[src/rtl/grid_renderer.sv]
// Grid overlay renderer: divides the active area into GRID_COLS x GRID_ROWS
// cells, asks an external cell memory for each cell's status and paints the
// pixel with grid lines, a blinking cursor, a hover tint or the status colour.
// Pipeline: inputs are sampled at edge 0; cell_x/cell_y are registered at
// that edge and the memory answers on cell_status during the following
// cycle; color_out is registered at edge 1, i.e. two cycles after the pixel
// was presented. Cell indices come from raster-following sub-pixel counters,
// so pixels are expected in raster order starting at x == 0 on every line.
module grid_renderer #(
  parameter int CELL_W       = 64,
  parameter int CELL_H       = 48,
  parameter int GRID_COLS    = 10,
  parameter int GRID_ROWS    = 10,
  parameter int LINE_T       = 2,
  parameter int CURSOR_R     = 5,
  parameter int BLINK_FRAMES = 30
) (
  input  logic        clk_in,
  input  logic        reset_in,
  input  logic        enable,
  input  logic [9:0]  current_row,
  input  logic [9:0]  current_line,
  input  logic [9:0]  mouse_pos_x,
  input  logic [9:0]  mouse_pos_y,
  input  logic [1:0]  mode,
  output logic [3:0]  cell_x,
  output logic [3:0]  cell_y,
  input  logic [3:0]  cell_status,
  output logic [11:0] color_out
);

  localparam int FW = (BLINK_FRAMES > 1) ? $clog2(BLINK_FRAMES) : 1;

  localparam logic [9:0]  SUB_X_MAX = 10'(CELL_W - 1);
  localparam logic [9:0]  SUB_Y_MAX = 10'(CELL_H - 1);
  localparam logic [3:0]  COL_MAX   = 4'(GRID_COLS - 1);
  localparam logic [3:0]  ROW_MAX   = 4'(GRID_ROWS - 1);
  // Sub-pixel window just below a cell boundary that still belongs to the line
  localparam logic [9:0]  LINE_LO_X = 10'(CELL_W - LINE_T + 1);
  localparam logic [9:0]  LINE_LO_Y = 10'(CELL_H - LINE_T + 1);
  localparam logic [9:0]  LINE_HI   = 10'(LINE_T);
  localparam logic [10:0] GRID_W    = 11'(GRID_COLS * CELL_W);
  localparam logic [10:0] GRID_H    = 11'(GRID_ROWS * CELL_H);
  localparam logic [10:0] CELL_W11  = 11'(CELL_W);
  localparam logic [10:0] CELL_H11  = 11'(CELL_H);
  localparam logic signed [10:0] CUR_POS = 11'(CURSOR_R);
  localparam logic signed [10:0] CUR_NEG = -CUR_POS;
  localparam logic [FW-1:0] FRAME_MAX = FW'(BLINK_FRAMES - 1);

  localparam logic [11:0] RGB_BLACK  = 12'h000;
  localparam logic [11:0] RGB_CURSOR = 12'hF00;
  localparam logic [11:0] RGB_LINE   = 12'hF0F;
  localparam logic [11:0] RGB_HOVER  = 12'h08F;

  // Raster position state (describes the most recent enabled pixel)
  logic [9:0] sub_x_q, sub_x_d, sub_y_q, sub_y_d;
  logic [3:0] col_q, col_d, row_q, row_d;
  logic [9:0] sub_x_cur, sub_y_cur;
  logic [3:0] col_cur, row_cur;

  // Blink state
  logic [FW-1:0] frame_cnt_q, frame_cnt_d;
  logic          blink_phase_q, blink_phase_d;
  logic          frame_start;

  // Stage-1 registers: cell address plus side information aligned with cell_status
  logic [3:0] cell_x_q, cell_x_d, cell_y_q, cell_y_d;
  logic       en_q, outside_q, cursor_q, line_q, hover_q, blink_en_q, hover_en_q;
  logic       outside_d, cursor_d, line_d, hover_d;

  // Stage-2 register
  logic [11:0] color_q, color_d, status_rgb;

  // Classification temporaries
  logic [9:0]         x0, y0;
  logic signed [10:0] dx, dy;
  logic               line_x, line_y, mouse_col, mouse_row;

  // Position of the current pixel derived from the previous one
  always_comb begin
    // NOTE: every variable gets a default first so no path leaves it unassigned and infers a latch.
    sub_x_cur = sub_x_q;
    col_cur   = col_q;
    sub_y_cur = sub_y_q;
    row_cur   = row_q;
    if (current_row == 10'd0) begin
      sub_x_cur = 10'd0;
      col_cur   = 4'd0;
      if (current_line == 10'd0) begin
        sub_y_cur = 10'd0;
        row_cur   = 4'd0;
      end else if (sub_y_q == SUB_Y_MAX) begin
        sub_y_cur = 10'd0;
        if (row_q != ROW_MAX) row_cur = row_q + 4'd1;
      end else begin
        sub_y_cur = sub_y_q + 10'd1;
      end
    end else if (sub_x_q == SUB_X_MAX) begin
      sub_x_cur = 10'd0;
      if (col_q != COL_MAX) col_cur = col_q + 4'd1;
    end else begin
      sub_x_cur = sub_x_q + 10'd1;
    end

    sub_x_d  = enable ? sub_x_cur : sub_x_q;
    col_d    = enable ? col_cur   : col_q;
    sub_y_d  = enable ? sub_y_cur : sub_y_q;
    row_d    = enable ? row_cur   : row_q;
    cell_x_d = enable ? col_cur   : cell_x_q;
    cell_y_d = enable ? row_cur   : cell_y_q;
  end

  // Frame counting for the cursor blink
  always_comb begin
    frame_start   = enable && (current_row == 10'd0) && (current_line == 10'd0);
    frame_cnt_d   = frame_cnt_q;
    blink_phase_d = blink_phase_q;
    if (frame_start) begin
      if (frame_cnt_q == FRAME_MAX) begin
        frame_cnt_d   = '0;
        blink_phase_d = ~blink_phase_q;
      end else begin
        frame_cnt_d = frame_cnt_q + FW'(1);
      end
    end
  end

  // Per-pixel classification: outside, grid line, cursor box, mouse cell
  always_comb begin
    outside_d = ({1'b0, current_row} >= GRID_W) || ({1'b0, current_line} >= GRID_H);

    // Lower half of a line sits at the end of cell k-1, upper half at the start of cell k
    line_x = ((col_cur != COL_MAX) && (sub_x_cur >= LINE_LO_X)) ||
             ((col_cur != 4'd0)    && (sub_x_cur <= LINE_HI));
    line_y = ((row_cur != ROW_MAX) && (sub_y_cur >= LINE_LO_Y)) ||
             ((row_cur != 4'd0)    && (sub_y_cur <= LINE_HI));
    line_d = line_x || line_y;

    // Widening to 11 bits keeps the distance exact near both ends of the range
    dx = $signed({1'b0, current_row})  - $signed({1'b0, mouse_pos_x});
    dy = $signed({1'b0, current_line}) - $signed({1'b0, mouse_pos_y});
    cursor_d = (dx >= CUR_NEG) && (dx <= CUR_POS) && (dy >= CUR_NEG) && (dy <= CUR_POS);

    // Mouse shares the cell if it falls inside this cell's span; the last
    // column/row extends to infinity to match the clamped index
    x0 = current_row  - sub_x_cur;
    y0 = current_line - sub_y_cur;
    mouse_col = (mouse_pos_x >= x0) &&
                ((col_cur == COL_MAX) || ({1'b0, mouse_pos_x} < ({1'b0, x0} + CELL_W11)));
    mouse_row = (mouse_pos_y >= y0) &&
                ((row_cur == ROW_MAX) || ({1'b0, mouse_pos_y} < ({1'b0, y0} + CELL_H11)));
    hover_d = mouse_col && mouse_row;
  end

  // Final colour selection in priority order, using the memory reply
  always_comb begin
    case (cell_status)
      4'd1:    status_rgb = 12'h555;
      4'd2:    status_rgb = 12'hE88;
      4'd3:    status_rgb = 12'hF00;
      4'd4:    status_rgb = 12'hF06;
      default: status_rgb = 12'h2B0;
    endcase

    if (!en_q || outside_q) begin
      color_d = RGB_BLACK;
    end else if (cursor_q && (!blink_en_q || !blink_phase_q)) begin
      color_d = RGB_CURSOR;
    end else if (line_q) begin
      color_d = RGB_LINE;
    end else if (hover_en_q && hover_q && (cell_status == 4'd0)) begin
      color_d = RGB_HOVER;
    end else begin
      color_d = status_rgb;
    end
  end

  // All state with synchronous reset
  always_ff @(posedge clk_in) begin
    if (reset_in) begin
      sub_x_q       <= '0;
      sub_y_q       <= '0;
      col_q         <= '0;
      row_q         <= '0;
      frame_cnt_q   <= '0;
      blink_phase_q <= 1'b0;
      cell_x_q      <= '0;
      cell_y_q      <= '0;
      en_q          <= 1'b0;
      outside_q     <= 1'b0;
      cursor_q      <= 1'b0;
      line_q        <= 1'b0;
      hover_q       <= 1'b0;
      blink_en_q    <= 1'b0;
      hover_en_q    <= 1'b0;
      color_q       <= '0;
    end else begin
      // NOTE: non-blocking assignments so every flop samples pre-edge values regardless of statement order.
      sub_x_q       <= sub_x_d;
      sub_y_q       <= sub_y_d;
      col_q         <= col_d;
      row_q         <= row_d;
      frame_cnt_q   <= frame_cnt_d;
      blink_phase_q <= blink_phase_d;
      cell_x_q      <= cell_x_d;
      cell_y_q      <= cell_y_d;
      en_q          <= enable;
      outside_q     <= outside_d;
      cursor_q      <= cursor_d;
      line_q        <= line_d;
      hover_q       <= hover_d;
      blink_en_q    <= mode[0];
      hover_en_q    <= mode[1];
      color_q       <= color_d;
    end
  end

  assign cell_x    = cell_x_q;
  assign cell_y    = cell_y_q;
  assign color_out = color_q;

endmodule

[config.mk]
export PLATFORM = sky130hd
export DESIGN_NAME = grid_renderer
export DESIGN_NICKNAME = d
export VERILOG_FILES = /design/src/rtl/grid_renderer.sv
export SDC_FILE = /design/constraint.sdc
export NUM_CORES = 1
export LEC_CHECK = 0
export CAP_MARGIN = 20
export CELL_PAD_IN_SITES_DETAIL_PLACEMENT = 1
export CELL_PAD_IN_SITES_GLOBAL_PLACEMENT = 1
export CORE_AREA = 2 2 125 127
export CTS_CLUSTER_DIAMETER = 150
export CTS_CLUSTER_SIZE = 30
export DETAILED_ROUTE_END_ITERATION = 6
export DIE_AREA = 0 0 127 129
export GPL_TIMING_DRIVEN = 1
export PLACE_DENSITY = 0.82
export SETUP_SLACK_MARGIN = 0.15
export SLEW_MARGIN = 10
export SYNTH_ARGS = -nofsm -noshare
export SYNTH_HDL_FRONTEND = slang
export SYNTH_SLANG_ARGS = --single-unit
[constraint.sdc]
create_clock -name clk_in -period 5.4 [get_ports clk_in]
set_clock_uncertainty 0.2 [all_clocks]
set_input_delay 1.08 -clock clk_in [delete_from_list [all_inputs] [get_ports clk_in]]
set_output_delay 1.08 -clock clk_in [all_outputs]
set_load 0.05 [all_outputs]
==> results of run 1 <==
[how the worst max path moves through the flow]
stage | to | slack, ns | depth (start not counted)
finish | hover_q | 0.16 | 20
detailed placement | hover_q | -0.61 | 21
global placement | hover_q | -0.36 | 21
floorplan | hover_q | 0.17 | 21
CTS | hover_q | 0.15 | 21
global route | hover_q | 0.02 | 21
[worst register-to-register path, delay by kind of cell (launching register included)]
| family | cells | cell delay, ns |
|---|---|---|
| AOI/OAI and AO/OA | 8 | 1.66 |
| xor gates and xnor gates | 2 | 0.38 |
| adders and majority gates | 3 | 0.83 |
| buffers and inverters | 1 | 0.12 |
| DFF | 1 | 0.53 |
| and+or+nand+nor | 6 | 1.33 |
[final cells by class]
cell class	instances	area, um2
Inverter	62	233
Sequential cell	53	1060
Timing Repair Buffer	157	1320
Tap cell	188	235
Fill cell	1868	7500
Clock buffer	5	125
Multi-Input combinational cell	601	4470
Clock inverter	3	28.8
[power groups by stage]
| stage | combinational (W) | clock, W | sequential, W |
|---|---|---|---|
| after floorplan | 0.000290 | 0 | 0.000424 |
| after global placement | 0.000477 | 0 | 0.000417 |
| after detailed placement | 0.000498 | 0 | 0.000417 |
| after CTS | 0.000510 | 0.000354 | 0.000408 |
| after global routing | 0.000601 | 0.000372 | 0.000411 |
| final | 0.000543 | 0.000346 | 0.000409 |
[cells by family (layout without fill, tap and decap cells)]
group                    after synthesis  count (layout)  share of synthesized area, %
multiplexers                           7               7                          1.25
AND/OR/NAND/NOR                      277             277                          25.5
XOR/XNOR                              49              49                          7.66
adder cells (fa/ha/maj)               83              83                          19.1
flip-flops                            53              53                          18.9
AO/OA/AOI/OAI                        185             185                          21.6
buffers and inverters                 85             227                          5.96
[per-layer routing]
layer / up-vias / share of wire (%) / GRT usage, % / routed length [um]
li1: 2974 / - / - / -
met1: 2927 / 43 / 27.5 / 8070
met2: 117 / 50 / 39.8 / 9340
met3: 48 / 3.8 / 2.99 / 722
met4: 0 / 3.7 / 7.30 / 702
met5: - / 0 / 0 / 0
[sequential cells by signal, summed over array words and instances (netlist names)]
| signal | flops |
|---|---|
| cell_x | 4 |
| outside_q | 1 |
| cell_y | 4 |
| sub_x_q | 10 |
| color_out | 12 |
| hover_en_q | 1 |
| en_q | 1 |
| blink_phase_q | 1 |
| cursor_q | 1 |
| hover_q | 1 |
| sub_y_q | 10 |
| blink_en_q | 1 |
| frame_cnt_q | 5 |
| line_q | 1 |
[synth_stat cells (15+ instances only)]
master / instances / area, um2
nor2_1: 84 / 315
xor2_1: 21 / 184
nand4_1: 18 / 113
ha_1: 79 / 988
xnor2_1: 28 / 245
nand3_1: 23 / 115
dfxtp_1: 53 / 1060
a21oi_1: 57 / 285
o21ai_0: 34 / 170
inv_1: 62 / 233
nand2_1: 46 / 173
nor3_1: 15 / 75.1
[repair_timing]
| item | in CTS | in global routing |
|---|---|---|
| setup buffers | 6 | 1 |
| resized for setup | 63 | 33 |
| setup endpoints to repair | 1 | 1 |
| pin swaps | 19 | 21 |
[per-stage QoR]
stage / setup TNS [ns] / utilization (%) / power [W] / cells / hold slack (ns)
final: 0 / 49.9 / 0.00130 / 1069 / 0.327
after global routing: 0 / 49.9 / 0.00138 / 1069 / 0.364
after CTS: 0 / 48.8 / 0.00127 / 1068 / 0.331
after detailed placement: -0.613 / 47.1 / 0.000915 / 1054 / 0.315
after global placement: -0.358 / 47.1 / 0.000894 / 1054 / 0.299
after floorplan: 0 / - / 0.000714 / 739 / 0.273
==> impl_metrics.ini, run 1 <==
[run_status]
status = finished, final reports clean

[floorplan]
fp.dieW_um = 127
coreArea_mm2 = 0.0150
dieArea_mm2 = 0.0164
io_pins = 69
start_util_pct = 37.4
rows = 45
fp.dieH_um = 129

[critical_path]
rr_worst_depth = 20
critical_path_class = input port to register
rr_startpoint = sub_y_q[0]
cp_cell_sequence = dlygate4sd2_1 > nor4_2 > nand4_1 > nand3_1 > nor2_4 > a21oi_4 > ha_1 > nor2b_2 > o2111ai_1 > nand3_1 > o41a_1 > a31oi_1 > xnor2_1 > inv_1 > xnor2_1 > ha_1 > a21o_1 > a31oi_1 > a311oi_1 > a311oi_1
critPathMaxFanout = 3
critPathBufInv = 2
cp_slowest_stage_delay_ns = 0.40
required_ns = 5.41
cp-end-kind = register
rr_endpoint = hover_q
crit_family = compound AO/OA/AOI/OAI gates
critPathLaunchType = input port
r2r_setup_slack_ns = 0.25
slowest_stage = o41a_1
worstSetupStartpoint = current_line[1]
cp.arrival_ns = 5.25

[grt]
grt_usage_pct = 22.2
antenna_found_initial = 0
grt_start_max_net_pins = 41
overflow = 0
grt_pass1_vias = 6118
grt_first_pass_wirelength_um = 29800

[cells_and_area]
fin_nets = 1012
layout_commonest_cell = buf_4
diodes = 0
stdcell_area_mm2 = 0.00747
final_cell_mix = buf_4 (86), nor2_1 (77), ha_1 (75), inv_1 (60), dfxtp_1 (53)
drive_gt1_share_pct = 17.8
syn_to_final_growth_pct = 33.4

[power]
p_sw_share_pct = 35.7
clkPwrFrac_pct = 26.6
power.leakage_nw = 3.16
ir_drop_v = 0.000112
switchingPower_w = 0.000464
share_comb_of_total_power_pct = 41.8
p_int_w = 0.000834
seqPwrFrac_pct = 31.5
p_per_area_mw_per_mm2 = 174

[timing]
min_period_over_period_pct = 97.0
period_needed_ns = 5.24
max_freq_mhz = 191
rsz0062_at_grt = false
worstMarginPinSlew_ns = 0.740
setup_violations = 0
layout_setup_ws_ns = 0.164
finalMaxSlewViolations = 0
slew_headroom_pct = 49.4
hold_violations = 0

[routing]
ant_nets = 0
drc = 0
num_vias = 6066
drt_first_pass_iters = 4
dr.first_iter.drc_count = 273
viasPerCell = 5.67
wl_um = 18800
wire_per_inst_um = 17.6

[place]
placed_cell_area_mm2 = 0.00706
dpl.hpwl_um = 14500
numPortBuffers = 68
gp_congestion = 0.862
preCtsSetupSlack_ns = -0.613

[clock_tree]
cts_buffer_depth = 2
clk_pin_slew_ns = 0.08
clk_latency_ns = 0.31
cts_buffers = 5
htreeDepth = 2
cts_tree = yes
hold_buffers = 0
cts_root_buf = clkbuf_16
clock-sinks = 53

[yosys]
yosys_warnings = 0
synth_cell_types = 68
ys.flop_type = dfxtp_1
async_flop_share_pct = 0
syn_inst = 739
syn_area_mm2 = 0.00560
synth_fp_nets = 871
ys_seq_area_share_pct = 18.9
synth-edff-count = 0
ys_ff_latch = 53
synth.avg_cell_area_um2 = 7.58

[hold_path]
hp-class = register to register
holdPathStages = 2
hold_end = sub_y_q[3]
hp-start = sub_y_q[3]

[run]
drv_cap = 0
Power figures use the tool's default switching activity.
==> run 2: changes to the inputs <==
--- a/config.mk
+++ b/config.mk
@@ -14,9 +14,9 @@
 export DETAILED_ROUTE_END_ITERATION = 6
 export DIE_AREA = 0 0 127 129
 export GPL_TIMING_DRIVEN = 1
-export PLACE_DENSITY = 0.82
+export PLACE_DENSITY = 0.84
 export SETUP_SLACK_MARGIN = 0.15
-export SLEW_MARGIN = 10
+export SLEW_MARGIN = 20
 export SYNTH_ARGS = -nofsm -noshare
 export SYNTH_HDL_FRONTEND = slang
 export SYNTH_SLANG_ARGS = --single-unit
==> run 2 against run 1 <==
Net effect: sequential cell count did not move; sequential power about the same; power grew 3.0%; die area did not move; global-route usage rose by 1.0 points; combinational power grew 5.7%; first-iteration DRC count increased by 1.5%; critical endpoint unchanged; largest cell class unchanged; highest routed layer unchanged.
==> impl_metrics.ini, run 2 (same netlist as run 1, synthesis figures left out) <==
[run_status]
status = finished, final reports clean

[timing]
setup-tns-final_ns = 0
setup_violations = 0
finalMaxSlewViolations = 0
max_freq_mhz = 189
period_needed_ns = 5.30
min_period_over_period_pct = 98.1
worstMarginPinSlew_ns = 0.659
slew_headroom_pct = 54.9
hold_violations = 0

[grt]
busiest_layer = met2
use_met3_pct = 2.20
gr-usage-met2_pct = 42.7
overflow = 0
grt_first_pass_wirelength_um = 31500
grt_pass1_vias = 6465
use_met1_pct = 28.6
antenna_found_initial = 0
grt_usage_pct = 23.2
grt_start_max_net_pins = 41

[critical_path]
worstSetupStartpoint = sub_y_q[0]
required_ns = 5.42
rr_endpoint = hover_q
critical_path_class = register to register
rr_startpoint = sub_y_q[0]
rr_worst_depth = 20
r2r_setup_slack_ns = 0.10
critPathMaxFanout = 8
critPathLaunchType = register
endpoint = hover_q
cp.arrival_ns = 5.32
cp-end-kind = register

[cells_and_area]
syn_to_final_growth_pct = 36.9
largest_reg_flops = 12
layout_commonest_cell = buf_4
fin_nets = 1017
final_cell_mix = buf_4 (90), nor2_1 (78), ha_1 (72), inv_1 (62), dfxtp_1 (53)
instances_no_fill = 1074
drive_gt1_share_pct = 19.6
diodes = 0

[run]
drv_cap = 0

[clock_tree]
hold_buffers = 0
cts_tree = yes
clk_latency_ns = 0.31
htreeDepth = 2
cts_root_buf = clkbuf_16
cts_buffer_depth = 2
cts_buffers = 5
clk_pin_slew_ns = 0.09
clock-sinks = 53

[routing]
wire_per_inst_um = 19.7
drc = 0
viasPerCell = 5.87
dr.first_iter.drc_count = 277
num_vias = 6305
drt_first_pass_iters = 5
wl_um = 21100
ant_nets = 0

[hold_path]
hp-class = register to register

[floorplan]
io_pins = 69
rows = 45
start_util_pct = 37.4
fp.dieW_um = 127
fp.dieH_um = 129
coreArea_mm2 = 0.0150
dieArea_mm2 = 0.0164

[place]
dp.cells = 1051
numPortBuffers = 68
dpl.hpwl_um = 15000
gp_congestion = 0.830

[power]
p_per_area_mw_per_mm2 = 174
ir_drop_v = 0.000103
power.leakage_nw = 3.22
-- run 2: cell count changes in the layout (fill, tap and decap cells not counted), sizes merged --
cell,before,now
clkdlybuf4s15,2,4
dlygate4sd2,13,10
clkbuf,5,9
inv,64,62
buf,94,96
clkinv,1,3
-- run 2: routing by layer --
metal / share of wire (%) / vias to the layer above
met5: 0 / -
met4: 3.6 / 0
met3: 3.6 / 60
met2: 52 / 179
met1: 41 / 3098
li1: - / 2968
-- run 2: worst min-delay path by stage --
| stage | start | to | slack, ns | depth (start not counted) |
|---|---|---|---|---|
| 6_report | sub_x_q[1] | sub_x_q[1] | 0.33 | 2 |
| 5_1_grt | en_q | color_out[8] | 0.35 | 2 |
| 4_1_cts | sub_y_q[3] | sub_y_q[3] | 0.33 | 2 |
| 3_5_place_dp | sub_y_q[3] | sub_y_q[3] | 0.32 | 2 |
| 3_3_place_gp | frame_cnt_q[4] | frame_cnt_q[4] | 0.30 | 2 |
| 2_1_floorplan | en_q | color_out[11] | 0.27 | 2 |
-- run 2: worst max-delay path, stage by stage, from the launching register on --
cell       delay [ns]
dfxtp_1          0.54
ha_1             0.33
nand4_1          0.27
or3_2            0.58
nand3_2          0.14
nor2_4           0.06
a21oi_4          0.16
ha_4             0.22
nor2b_1          0.15
o2111ai_2        0.23
nand3_2          0.14
o41a_1           0.46
a31oi_1          0.24
xnor2_1          0.23
inv_1            0.15
xnor2_1          0.20
ha_1             0.28
a21o_1           0.18
a31oi_2          0.18
a311oi_2         0.07
a311oi_2         0.20
-- run 2: cell type report --
type / instances / area, um2
fillers: 1825 / 7310
clock inverters: 3 / 33.8
multi-input cells: 601 / 4600
repair buffers: 162 / 1380
inverters: 62 / 233
well taps: 188 / 235
clock buffers: 5 / 125
flip-flops and latches: 53 / 1060
-- run 2: through the flow --
stage / utilization (%) / setup slack (ns) / cell area, um2 / total power [W] / hold WS, ns
2_1_floorplan: - / 0.169 / 5630 / 0.000714 / 0.273
3_3_place_gp: 47.0 / -0.395 / 7030 / 0.000888 / 0.299
3_5_place_dp: 47.0 / -0.782 / 7030 / 0.000918 / 0.316
4_1_cts: 49.1 / 0.152 / 7360 / 0.00128 / 0.329
5_1_grt: 51.2 / -0.0963 / 7670 / 0.00141 / 0.346
6_report: 51.2 / 0.104 / 7670 / 0.00134 / 0.333
-- run 2: power by group --
group          internal [W]  switching [W]
combinational      0.000268       0.000306
sequential         0.000399      0.0000106
clock              0.000178       0.000175
total              0.000845       0.000491
-- run 2: repair_timing --
action                     CTS  global route
hold endpoints to repair     0             0
setup buffers                9             7
resized for setup           63            56
setup endpoints to repair    1             1
pin swaps                   24            45
cloned                       0             0
==> run 3: changes to the inputs <==
--- a/config.mk
+++ b/config.mk
@@ -6,13 +6,13 @@
 export NUM_CORES = 1
 export LEC_CHECK = 0
 export CAP_MARGIN = 20
-export CELL_PAD_IN_SITES_DETAIL_PLACEMENT = 1
-export CELL_PAD_IN_SITES_GLOBAL_PLACEMENT = 1
-export CORE_AREA = 2 2 125 127
+export CELL_PAD_IN_SITES_DETAIL_PLACEMENT = 0
+export CELL_PAD_IN_SITES_GLOBAL_PLACEMENT = 2
+export CORE_AREA = 2 2 140 142
 export CTS_CLUSTER_DIAMETER = 150
 export CTS_CLUSTER_SIZE = 30
 export DETAILED_ROUTE_END_ITERATION = 6
-export DIE_AREA = 0 0 127 129
+export DIE_AREA = 0 0 142 144
 export GPL_TIMING_DRIVEN = 1
 export PLACE_DENSITY = 0.84
 export SETUP_SLACK_MARGIN = 0.15
==> run 3 against run 2 <==
Net effect: register-to-register slack better by 0.51 ns; largest cell class unchanged; combinational power decreased by 4.7%; wire length fell by 22%; critical endpoint unchanged; clock power barely moved; sequential cell count unchanged; critical path type is now input port to register; final cell count increased by 6.1%; design area grew 1.5%; global-route usage is 7.3 points lower.
==> impl_metrics.ini, run 3 (same netlist as run 1, synthesis figures left out) <==
[routing]
wl_um = 16400
dr.first_iter.drc_count = 202
num_vias = 5732
drt_first_pass_iters = 4
wire_per_inst_um = 14.4
drc = 0
ant_nets = 0
viasPerCell = 5.03

[cells_and_area]
final_cell_mix = buf_4 (106), nor2_1 (75), ha_1 (75), inv_1 (60), dfxtp_1 (53)
largest_reg_flops = 12
stdcell_area_mm2 = 0.00778
drive_gt1_share_pct = 21.1
multi_input_area_mm2 = 0.00453
fillers = 1993
fin_nets = 1032
regArea_mm2 = 0.00106
diodes = 0
syn_to_final_growth_pct = 38.9
layout_commonest_cell = buf_4

[run]
drv_cap = 0

[timing]
setup_violations = 0
whs_ns = 0.316
period_needed_ns = 5.06
worstMarginPinSlew_ns = 0.683
max_freq_mhz = 198
hold_violations = 0
finalMaxSlewViolations = 0
min_period_over_period_pct = 93.6
rsz0062_at_grt = true
layout_setup_ws_ns = 0.343
slew_headroom_pct = 53.3

[grt]
overflow = 0
use_met3_pct = 1.49
grt_pass1_vias = 5200
grt_start_max_net_pins = 40
busiest_layer = met2
grt_first_pass_wirelength_um = 26100
gr-usage-met2_pct = 26.2
use_met1_pct = 22.6
antenna_found_initial = 0
grt_usage_pct = 15.9

[clock_tree]
clk_latency_ns = 0.31
hold_buffers = 0
cts_buffers = 5
cts_root_buf = clkbuf_16
clock-sinks = 53
clk_pin_slew_ns = 0.08
htreeDepth = 2
cts_buffer_depth = 2
cts_tree = yes

[floorplan]
fp.dieW_um = 142
dieArea_mm2 = 0.0204
start_util_pct = 29.4
rows = 51
io_pins = 69
fp.dieH_um = 144
coreArea_mm2 = 0.0191

[critical_path]
critPathMaxFanout = 3
r2r_setup_slack_ns = 0.61
cp-end-kind = register
required_ns = 5.38
critPathLaunchType = input port
critical_path_class = input port to register
cp.arrival_ns = 5.04

[place]
dpl.hpwl_um = 12800
preCtsSetupSlack_ns = -0.560
gp_congestion = 0.843
placed_cell_area_mm2 = 0.00716
numPortBuffers = 68

[power]
p_per_area_mw_per_mm2 = 168
ir_drop_v = 0.000108
power.leakage_nw = 3.30

[run_status]
status = finished, final reports clean

[hold_path]
hp-class = register to register
run 3: cell types whose count changed in the layout (fill, tap and decap cells not counted), moves of 3 or more:
cell            delta
buf_4             +16
ha_4               -4
nor2_2             +4
dlygate4sd2_1      -3
dlymetal6s2s_1     +3
ha_1               +3
nor2_1             -3
run 3: through the flow:
step / util (%) / setup TNS, ns / instances / power [W]
floorplan: - / 0 / 739 / 0.000714
global placement: 37.5 / -0.535 / 1109 / 0.000899
detailed placement: 37.5 / -0.560 / 1109 / 0.000900
CTS: 38.9 / 0 / 1123 / 0.00127
global route: 40.8 / 0 / 1139 / 0.00139
finish: 40.8 / 0 / 1139 / 0.00131
run 3: final cells by class:
class / count / share of cell area (%)
timing repair buffer: 177 / 19.2
clock inverter: 3 / 0.434
multi-input combinational: 601 / 58.3
clock buffer: 5 / 1.61
inverter: 62 / 2.99
sequential: 53 / 13.6
tap: 238 / 3.83
run 3: path summary, 6_finish.rpt:
kind | start | end | depth (start not counted)
worst max-delay path | current_row[5] | hover_q | 22
worst min-delay path | frame_cnt_q[4] | frame_cnt_q[4] | 2
worst max register to register | sub_y_q[1] | hover_q | 19
worst min register to register | frame_cnt_q[4] | frame_cnt_q[4] | 2
run 3: worst max-delay path: stages:
cell and delay, ns:
buf_8 0.10, nor4_4 0.33, and3_4 0.29, nand2_4 0.07, o31ai_4 0.24, ha_2 0.25
inv_2 0.04, fa_2 0.33, a21o_1 0.19, a21oi_2 0.17, nor2b_1 0.08, o311a_1 0.32
buf_4 0.14, a21oi_2 0.15, o21ai_1 0.11, xnor2_1 0.14, ha_1 0.29, nand2_1 0.05
o21ai_1 0.21, a31oi_2 0.13, a311oi_2 0.25, a311oi_2 0.08
run 3: power by group:
group          switching, W  total, W  leakage (nW)  internal, W
Clock              0.000175  0.000353        0.0767     0.000178
Sequential       0.00000871  0.000408         0.430     0.000399
Combinational      0.000277  0.000547          2.79     0.000270
run 3: repair_timing:
action / 4_1_cts / 5_1_grt
pin swaps: 19 / 42
endpoints found under the setup margin: 1 / 1
gates cloned: 0 / 0
gates resized for setup: 50 / 67
setup buffers: 6 / 16
run 3: per-layer routing:
metal	routed length, um	share of wire (%)
met1	8100	49
met2	7690	47
met3	467	2.8
met4	177	1.1
met5	0	0
